==> src/rtl/mux_scan_pkg.sv <==
`default_nettype none
// ============================================================================
// Module      : mux_scan_pkg
// Description : Shared constants and state encoding for the mux scan
//               sequencer. NLANES is the number of mux data lanes, ADDR_W is
//               the width of the mux address bus, and LANE_W is the width of
//               the internal lane counter.
// Revision    : 1.0 - initial release
// ============================================================================
package mux_scan_pkg;

  localparam int NLANES = 8;
  localparam int ADDR_W = 4;
  localparam int LANE_W = 3;

  typedef enum logic [1:0] {
    IDLE = 2'd0,
    RUN  = 2'd1,
    LAST = 2'd2
  } scan_state_t;

endpackage
`default_nettype wire

==> src/rtl/mux_scan_sequencer_lane_counter.sv <==
`default_nettype none
// ============================================================================
// Module      : lane_counter
// Description : 3-bit lane counter. It counts up, or down when DOWN = 1.
//               A load takes priority over a step.
// Ports       : clk      - clock
//               rst      - asynchronous active-high reset
//               load     - load load_val on the next edge
//               load_val - lane to load
//               step     - advance one lane in the configured direction
//               count    - current lane
//               terminal - count is the last lane of the walk
// Revision    : 1.0 - initial release
// ============================================================================
module lane_counter
  import mux_scan_pkg::*;
#(
  parameter bit DOWN = 1'b0
) (
  input  logic              clk,
  input  logic              rst,
  input  logic              load,
  input  logic [LANE_W-1:0] load_val,
  input  logic              step,
  output logic [LANE_W-1:0] count,
  output logic              terminal
);

  localparam logic [LANE_W-1:0] C_TERMINAL = DOWN ? '0 : '1;

  logic [LANE_W-1:0] r_count;

  always_ff @(posedge clk or posedge rst) begin
    if (rst) begin
      r_count <= '0;
    end else if (load) begin
      r_count <= load_val;
    end else if (step) begin
      // Wrap is harmless: the FSM leaves RUN on the terminal lane.
      r_count <= DOWN ? r_count - 1'b1 : r_count + 1'b1;
    end
  end

  assign count    = r_count;
  assign terminal = (r_count == C_TERMINAL);

endmodule
`default_nettype wire

==> src/rtl/mux_scan_sequencer.sv <==
`default_nettype none
// ============================================================================
// Module      : mux_scan_sequencer
// Description : This block captures a byte and presents it on the 8:1 mux
//               data inputs. It then walks the mux address across all lanes
//               and registers the returned mux output as a serial bit stream.
// Ports       : clk, rst  - clock and asynchronous active-high reset
//               start     - request to serialize data_in (IDLE/LAST only)
//               data_in   - byte to serialize
//               X, A, EN  - mux data, address and enable
//               q_in      - mux Q return (combinational)
//               bit_out   - registered serial bit
//               bit_valid - bit_out carries a stream bit
//               busy      - a byte is in flight
//               done      - coincides with the final bit_valid
// Revision    : 1.0 - initial release
// ============================================================================
module mux_scan_sequencer
  import mux_scan_pkg::*;
#(
  parameter bit MSB_FIRST = 1'b0
) (
  input  logic              clk,
  input  logic              rst,
  input  logic              start,
  input  logic [7:0]        data_in,
  output logic [7:0]        X,
  output logic [ADDR_W-1:0] A,
  output logic              EN,
  input  logic              q_in,
  output logic              bit_out,
  output logic              bit_valid,
  output logic              busy,
  output logic              done
);

  localparam logic [LANE_W-1:0] C_FIRST_LANE = MSB_FIRST ? LANE_W'(NLANES - 1) : '0;

  scan_state_t       r_state;
  scan_state_t       w_next_state;
  logic              w_accept;
  logic [LANE_W-1:0] w_lane;
  logic              w_terminal;
  logic [7:0]        r_x;
  logic              r_bit_out;
  logic              r_bit_valid;

  // A new byte can start from IDLE, or from LAST to run bytes back-to-back.
  assign w_accept = start && ((r_state == IDLE) || (r_state == LAST));

  lane_counter #(
    .DOWN (MSB_FIRST)
  ) u_lane_counter (
    .clk      (clk),
    .rst      (rst),
    .load     (w_accept),
    .load_val (C_FIRST_LANE),
    .step     (r_state == RUN),
    .count    (w_lane),
    .terminal (w_terminal)
  );

  always_ff @(posedge clk or posedge rst) begin
    if (rst) begin
      r_state <= IDLE;
    end else begin
      r_state <= w_next_state;
    end
  end

  always_comb begin
    w_next_state = r_state;
    EN           = 1'b0;
    A            = '0;
    busy         = 1'b0;
    done         = 1'b0;
    case (r_state)
      IDLE: begin
        if (start) w_next_state = RUN;
      end
      RUN: begin
        EN   = 1'b1;
        A    = {{(ADDR_W-LANE_W){1'b0}}, w_lane};
        busy = 1'b1;
        if (w_terminal) w_next_state = LAST;
      end
      LAST: begin
        busy         = 1'b1;
        done         = 1'b1;
        w_next_state = start ? RUN : IDLE;
      end
      default: w_next_state = IDLE;
    endcase
  end

  // Each RUN cycle registers the mux return for the lane that is presented
  // in that cycle. The stream therefore trails the address by one cycle.
  always_ff @(posedge clk or posedge rst) begin
    if (rst) begin
      r_x         <= '0;
      r_bit_out   <= 1'b0;
      r_bit_valid <= 1'b0;
    end else begin
      if (w_accept) r_x <= data_in;
      r_bit_valid <= (r_state == RUN);
      if (r_state == RUN) r_bit_out <= q_in;
    end
  end

  assign X         = r_x;
  assign bit_out   = r_bit_out;
  assign bit_valid = r_bit_valid;

endmodule
`default_nettype wire

==> config.mk <==
export PLATFORM = sky130hd
export DESIGN_NAME = mux_scan_sequencer
export DESIGN_NICKNAME = d
export VERILOG_FILES = /design/src/rtl/mux_scan_pkg.sv /design/src/rtl/mux_scan_sequencer_lane_counter.sv /design/src/rtl/mux_scan_sequencer.sv
export SDC_FILE = /design/constraint.sdc
export NUM_CORES = 1
export LEC_CHECK = 0
export ABC_AREA = 1
export ABC_CLOCK_PERIOD_IN_PS = 3440
export BUFFER_PORTS_ARGS = -buffer_cell sky130_fd_sc_hd__buf_2
export CAP_MARGIN = 20
export CORE_ASPECT_RATIO = 0.7
export CORE_MARGIN = 1.5
export CORE_UTILIZATION = 40
export DETAILED_ROUTE_END_ITERATION = 16
export GPL_TIMING_DRIVEN = 0
export PLACE_DENSITY = 0.68
export SYNTH_ARGS = -nofsm -noshare
export SYNTH_HDL_FRONTEND = slang
export SYNTH_SLANG_ARGS = --single-unit
==> constraint.sdc <==
create_clock -name clk -period 3.44 [get_ports clk]
set_input_delay 0.516 -clock clk [delete_from_list [all_inputs] [get_ports clk]]
set_output_delay 0.516 -clock clk [all_outputs]
set_load 0.02 [all_outputs]
# Word level (Yosys, flattened, before mapping)
# Index checks and enable logic that the tools add are counted.
[word_totals]
reg_bits = 15
inputBits = 12
word_cells = 27
[op_classes]
addsub = 1
n_eq_ne = 5
n_mux = 10
n_reduce_logical = 6
[op_table]
columns = ["cell", "n"]
rows = [
  ["$mux 3", 3],
  ["$pmux 2 s3", 1],
  ["$mux 1", 4],
  ["$mux 2", 2],
  ["$ne 2x2->1 const B", 2],
  ["$add 3x1->3 const B", 1],
  ["$eq 3x3->1 const B", 1],
  ["$eq 2x1->1 const B", 1],
  ["$eq 2x2->1 const B", 1],
  ["$logic_not 2->1", 1],
  ["$reduce_and 2->1", 1],
  ["$reduce_bool 2->1", 1],
  ["$reduce_or 2->1", 1],
  ["$logic_and 1x1->1", 1],
  ["$logic_or 1x1->1", 1],
]

# Longest topological paths before layout
# Gate-level depths: netlist (run 1).
[depth]
depth_word = 4
ltp_mapped = 7
ltp_nobuf = 7

# Hierarchy
# Synthesis (run 1) repeated with hierarchy kept, for this count alone.
[hier_totals]
cells_unflattened = 90
area_unflattened_um2 = 759.5
[by_module_without_submodules]
columns = ["mod", "n_inst", "cells_per_inst", "area_each_um2"]
rows = [
  ["mux_scan_sequencer", 1, 70, 590.6],
  ["lane_counter", 1, 20, 168.9],
]

# Worst setup path before layout (run 1)
# Ideal clock, no wire load.
[synth_timing]
path_type = "register to output"
from = "register r_state[1]"
to = "output A[0]"
arrival_time_ps = 1198
required_ps = 2924
slack_ps = 1726
path_stages_with_launch = 6
cell_sequence = "dfrtp_1 > inv_1 > ha_1 > buf_2 > nand2_1 > inv_1"
[synth_via]
elab_chain_len = 2
[synth_lines]
columns = ["item", "line_no", "text"]
rows = [
  ["from (decl)", "mux_scan_sequencer.sv:39", "scan_state_t r_state;"],
  ["from (signal assigned)", "mux_scan_sequencer.sv:67", "r_state <= w_next_state;"],
  ["$eq 2x1->1", "mux_scan_sequencer.sv:77", "case (r_state)"],
  ["$mux 3", "mux_scan_sequencer.sv:77", ""],
  ["to (decl)", "mux_scan_sequencer.sv:28", "output logic [ADDR_W-1:0] A,"],
]
# No other way between the ends.

# Worst setup path in the final report (run 1)
# Same ends and word-level chain as after synthesis.

==> results.tsv, run 1 <==
metric	value	unit
critPathMaxFanout	9	
gp_congestion	0.6788	
ir_drop	0.4809	mV
viasPerCell	4.293	
ys_types	13	
powerDensity	920.5	nW/um2
design_area	932.1	um2
path_class	reg2out	
place_ws	1717	ps
syn_area_per_cell	8.446	um2
die_area	2130	um2
worstSetupStartpointType	flip-flop	
nets	139	
cts.sinks	15	
finalCritPeriodShare	0.5905	
critPathCaptureType	output pin	
maxSlewViolCount	0	
max_cap_violations	0	
p_leak	0.5851	nW
grt_first_pass_wirelength	2111	um
grt-ovfl-total	0	
cts_resized	0	
insertion_delay	280	ps
grt_usage	0.1505	
ys_ff_latch	15	
rsz0062_at_grt	false	
vias	601	
holdBufCountCts	0	
drive_gt1_frac	0.3109	
die_w	54.52	um
htreeDepth	1	
cts_tree	done	
clock_skew	4.040	ps
dp_hpwl	1111	um
final_common_cell	nand2_1	
firstDrtPassIters	4	
crit_arrival	1520	ps
mostFrequentLayoutCells	nand2_1, buf_2, dfrtp_1	
diodes	0	
stdcell_count	140	
placed_cells	136	
cts_buffers	3	
clockBufferDepth	2	
grt_pass1_vias	505	
worst_pin_slew	560.7	ps
post-cts-setup-buffer-count	0	
ant_nets	0	
syn_inst	88	
rows	12	
wl_per_cell	9.893	um
placed_cell_area	904.6	um2
start_util	0.4459	
required	2920	ps
antenna_found_initial	0	
fin_ws	1409	ps
grt_max_degree	16	
cts_root_buf	clkbuf_4	
core_area	1667	um2
drt_iter0_drc	7	
fin_crit	2031	ps
syn-cell-area	743.2	um2
tns	0	ps
syn_nets	107	
area_growth	25.42	%
synth_warnings	0	
route.detailed.drc	0	
min_path_type	in2async	
max_freq	492.3	MHz
outcome	finished clean	
final_util	0.5593	
die_y	39.07	um
wl	1385	um
final_hold_viol_count	0	
finalSetupViolCount	0	
clk_pin_slew_worst_paths	90	ps
numPortBuffers	27	
ios	29	
relSlewSlack	0.6258	
seq_area_frac_synth	0.5051	
layout make-up:
class	count	area, um2
fill	161	734.5
sequential	15	375.4
multi-input combinational	59	307.8
timing repair buffer	27	135.1
inverter	12	47.55
tap	21	26.28
clock buffer	3	22.52
buffer	2	12.51
clock inverter	1	5.005
where the power goes:
part / switching (mW) / internal (mW)
clock network: 0.0547 / 0.0431
logic: 0.299 / 0.153
registers: 0.0504 / 0.258
worst max-delay path, stage by stage, from the launching register on:
cell and delay [ps]:
dfrtp_1 410, inv_1 110, ha_1 200, buf_2 200
nand2_1 100, inv_1 60, buf_2 150
flip-flops by register name (all words and copies together) (netlist names):
| name | flops |
|---|---|
| X | 8 |
| bit_out | 1 |
| bit_valid | 1 |
| r_state | 2 |
| u_lane_counter.count | 3 |
per-layer routing:
| layer | global-route usage | part of all wire |
|---|---|---|
| met5 | 0 | 0 |
| met4 | 0.03750 | 0 |
| met3 | 0.08140 | 0.071 |
| met2 | 0.2440 | 0.43 |
| met1 | 0.1731 | 0.49 |
kinds of logic after synthesis:
group | count (synthesis) | share of synthesized area
AOI/OAI and AO/OA | 4 | 0.05219
adders and majority gates | 7 | 0.1178
buffers and inverters | 14 | 0.08081
DFF | 15 | 0.5051
other | 1 | 0.005046
and+or+nand+nor | 47 | 0.2391
cell usage after synthesis:
cell type	count	area share
nand2_1	44	0.22
a21oi_2	2	0.024
inv_1	11	0.056
inv_4	1	0.0084
nand3_1	1	0.0067
o21ai_4	1	0.022
ha_1	7	0.12
dfrtp_1	15	0.51
nor2_1	2	0.010
buf_2	1	0.0067
o21ai_1	1	0.0067
buf_4	1	0.010
conb_1	1	0.0050
stage by stage:
stage | total power [mW] | hold WS (ps)
finish | 0.8580 | 270.4
global route | 0.9369 | 315.9
CTS | 0.8712 | 286.7
detailed placement | 0.7698 | 462.2
global placement | 0.7512 | 456.6
floorplan | 0.6348 | 417.5
worst paths after layout:
kind	start	end	slack, ps	depth (start not counted)
hold reg to reg	bit_out	bit_out	480	2
hold / removal	rst	X[0]	270	2
min in group clk	data_in[6]	X[6]	430	3
setup reg to reg	r_state[0]	X[1]	1970	6
max in group asynchronous	rst	u_lane_counter.count[1]	2800	2
setup / recovery	r_state[1]	A[0]	1410	6
Note: power is estimated with default switching activity, not from simulation.
==> inputs of run 2 (changes only) <==
Settings changed: ABC_AREA 1 to 0, ABC_CLOCK_PERIOD_IN_PS 3440 to 2000, CORE_ASPECT_RATIO 0.7 to unset.
Clock period 3.44 ns to 2 ns, I/O delays scaled along.
==> run 2 against run 1 <==
Clock skew up 1.3 ps. Synthesized area down 1.2%. Setup slack got worse by 1200 ps. Clock power is 72% higher. First-iteration DRC count down 100%. Flip-flop and latch count unchanged. Critical path type unchanged. Die area down 1.3%. Non-clock buffer count stayed put. Synthesized cell count is 39% lower. Sequential share of layout area up 0.22 points. Clock-buffer cell count grew 1. Global-route usage shrank 3.7 points. Largest power group unchanged. Highest routed layer unchanged.
==> results.tsv, run 2 <==
metric	value	unit
slowest_delay	410	ps
clk_pin_slew_worst_paths	90	ps
whs	47.78	ps
finalSetupViolCount	0	
firstDrtPassIters	1	
diodes	0	
design_area	927.1	um2
wl_met3	64	um
max_cap_violations	0	
syn_inst	54	
m1WireLength	507	um
seq_area_frac_synth	0.5111	
relSlewSlack	0.6351	
holdBufCountCts	0	
grt_pass1_vias	392	
powerDensity	1563	nW/um2
synth_common_cells	dfrtp_1, mux2_2, ha_1	
clockBufferDepth	2	
insertion_delay	280	ps
finalCritPeriodShare	0.8757	
synthTopCellsByArea	dfrtp_1, mux2_2, ha_1	
required	1700	ps
p_int	0.8591	mW
largest_reg_flops	8	
met2_length	586	um
power_frac_clock	0.116	
maxSlewViolCount	0	
syn_area_per_cell	13.60	um2
synth_warnings	0	
cts.sinks	15	
final_hold_viol_count	0	
share_comb_of_total_power	0.532	
top_layer	met3	
syn_nets	73	
area_growth	26.24	%
path_buf_inv	3	
grt-ovfl-total	0	
nets	105	
antenna_found_initial	0	
critPathMaxFanout	8	
netlist.area_leader.share	0.5111	
worst_pin_slew	546.7	ps
p_leak	0.4919	nW
synth-async-reset-ratio	1.000	
min_path_type	in2async	
ir_drop	0.7786	mV
htreeDepth	1	
drt_iter0_drc	0	
clock_skew	5.353	ps
die_area	2102	um2
max_freq	571.0	MHz
numPortBuffers	27	
path_class	reg2out	
seq_power_share	0.352	
die_y	45.85	um
slowest_stage	dfrtp_1	
drive_gt1_frac	0.5647	
core_area	1727	um2
dp_hpwl	926.3	um
path_cells	inv_1 -> ha_1 -> buf_6 -> and2_2 -> buf_2	
ys_ff_latch	15	
die_w	45.85	um
ios	29	
rows	15	
ys_types	16	
outcome	finished clean	
cts_root_buf	clkbuf_4	
cts_buffers	3	
synth_ff_type	dfrtp_1	
swShare	0.4071	
post-cts-setup-buffer-count	0	
placed_cell_area	900.9	um2
tns	0	ps
grt_max_degree	16	
mostFrequentLayoutCells	buf_2, dfrtp_1, mux2_2	
p_sw	0.5899	mW
vias	461	
wl_per_cell	10.53	um
grt_first_pass_wirelength	1656	um
ant_nets	0	
worstSetupStartpointType	flip-flop	
synth_edf_count	0	
grt_usage	0.1138	
viasPerCell	4.191	
crit_arrival	1450	ps
final_common_cell	buf_2	
wl	1158	um
critPathCaptureType	output pin	
cts_resized	0	
rsz0062_at_grt	false	
gp_congestion	0.7129	
route.detailed.drc	0	
cts_tree	done	
critPathTopFamily	buffers and inverters	
fin_crit	1751	ps
syn-cell-area	734.5	um2
synth_most_common_cell	dfrtp_1	
start_util	0.4254	
yosysTopAreaCell	dfrtp_1	
## run 2: cell types whose count changed after synthesis, moves of 2 or more
cell / before / now
and2_2: 0 / 3
inv_1: 11 / 4
mux2_2: 0 / 9
mux2i_1: 0 / 2
nand2_1: 44 / 0
nor2_1: 2 / 5
## run 2: layout make-up
class / instances / area, um2
plain buffers: 2 / 18.77
well taps: 25 / 31.28
multi-input cells: 33 / 325.3
clock buffers: 4 / 26.28
fillers: 175 / 799.5
inverters: 4 / 15.01
flip-flops and latches: 15 / 375.4
repair buffers: 27 / 135.1
## run 2: logic make-up (layout without fill, tap and decap cells)
family,count (synthesis),in the layout,synth area share
buf+inv,6,37,0.04599
xor+xnor,1,1,0.01193
other cells,1,1,0.005106
simple gates,9,9,0.07495
fa+ha+maj,7,7,0.1192
mux,12,12,0.1857
compound gates,3,3,0.04601
flops,15,15,0.5111
## run 2: through the flow
stage / std cells / total power [mW] / setup slack (ps) / util
floorplan: 54 / 1.091 / 441.7 / -
global route: 110 / 1.545 / 162.7 / 0.5370
finish: 110 / 1.449 / 248.6 / 0.5370
global placement: 106 / 1.273 / 451.6 / 0.5217
detailed placement: 106 / 1.300 / 413.7 / 0.5217
CTS: 110 / 1.472 / 226.8 / 0.5370
## run 2: worst paths after layout
path                            start      end  slack (ps)  cells past startpoint
max reg2reg                r_state[0]     X[5]         410                      4
min in group clk                 q_in  bit_out         250                      2
min                               rst     X[7]          50                      2
max                        r_state[1]     A[2]         250                      5
min reg2reg                      X[4]     X[4]         500                      1
max in group asynchronous         rst     X[3]        1590                      2
## run 2: power by group through the flow
stage / sequential (mW) / clock, mW / combinational [mW]
floorplan: 0.646 / 0 / 0.445
global placement: 0.511 / 0 / 0.762
global route: 0.525 / 0.186 / 0.834
detailed placement: 0.519 / 0 / 0.781
CTS: 0.512 / 0.177 / 0.783
finish: 0.510 / 0.168 / 0.771
## run 2: routing by layer
layer,vias to the layer above,GRT usage
met4,0,0.01714
li1,237,-
met1,209,0.1454
met3,0,0.07143
met2,15,0.1667
met5,-,0
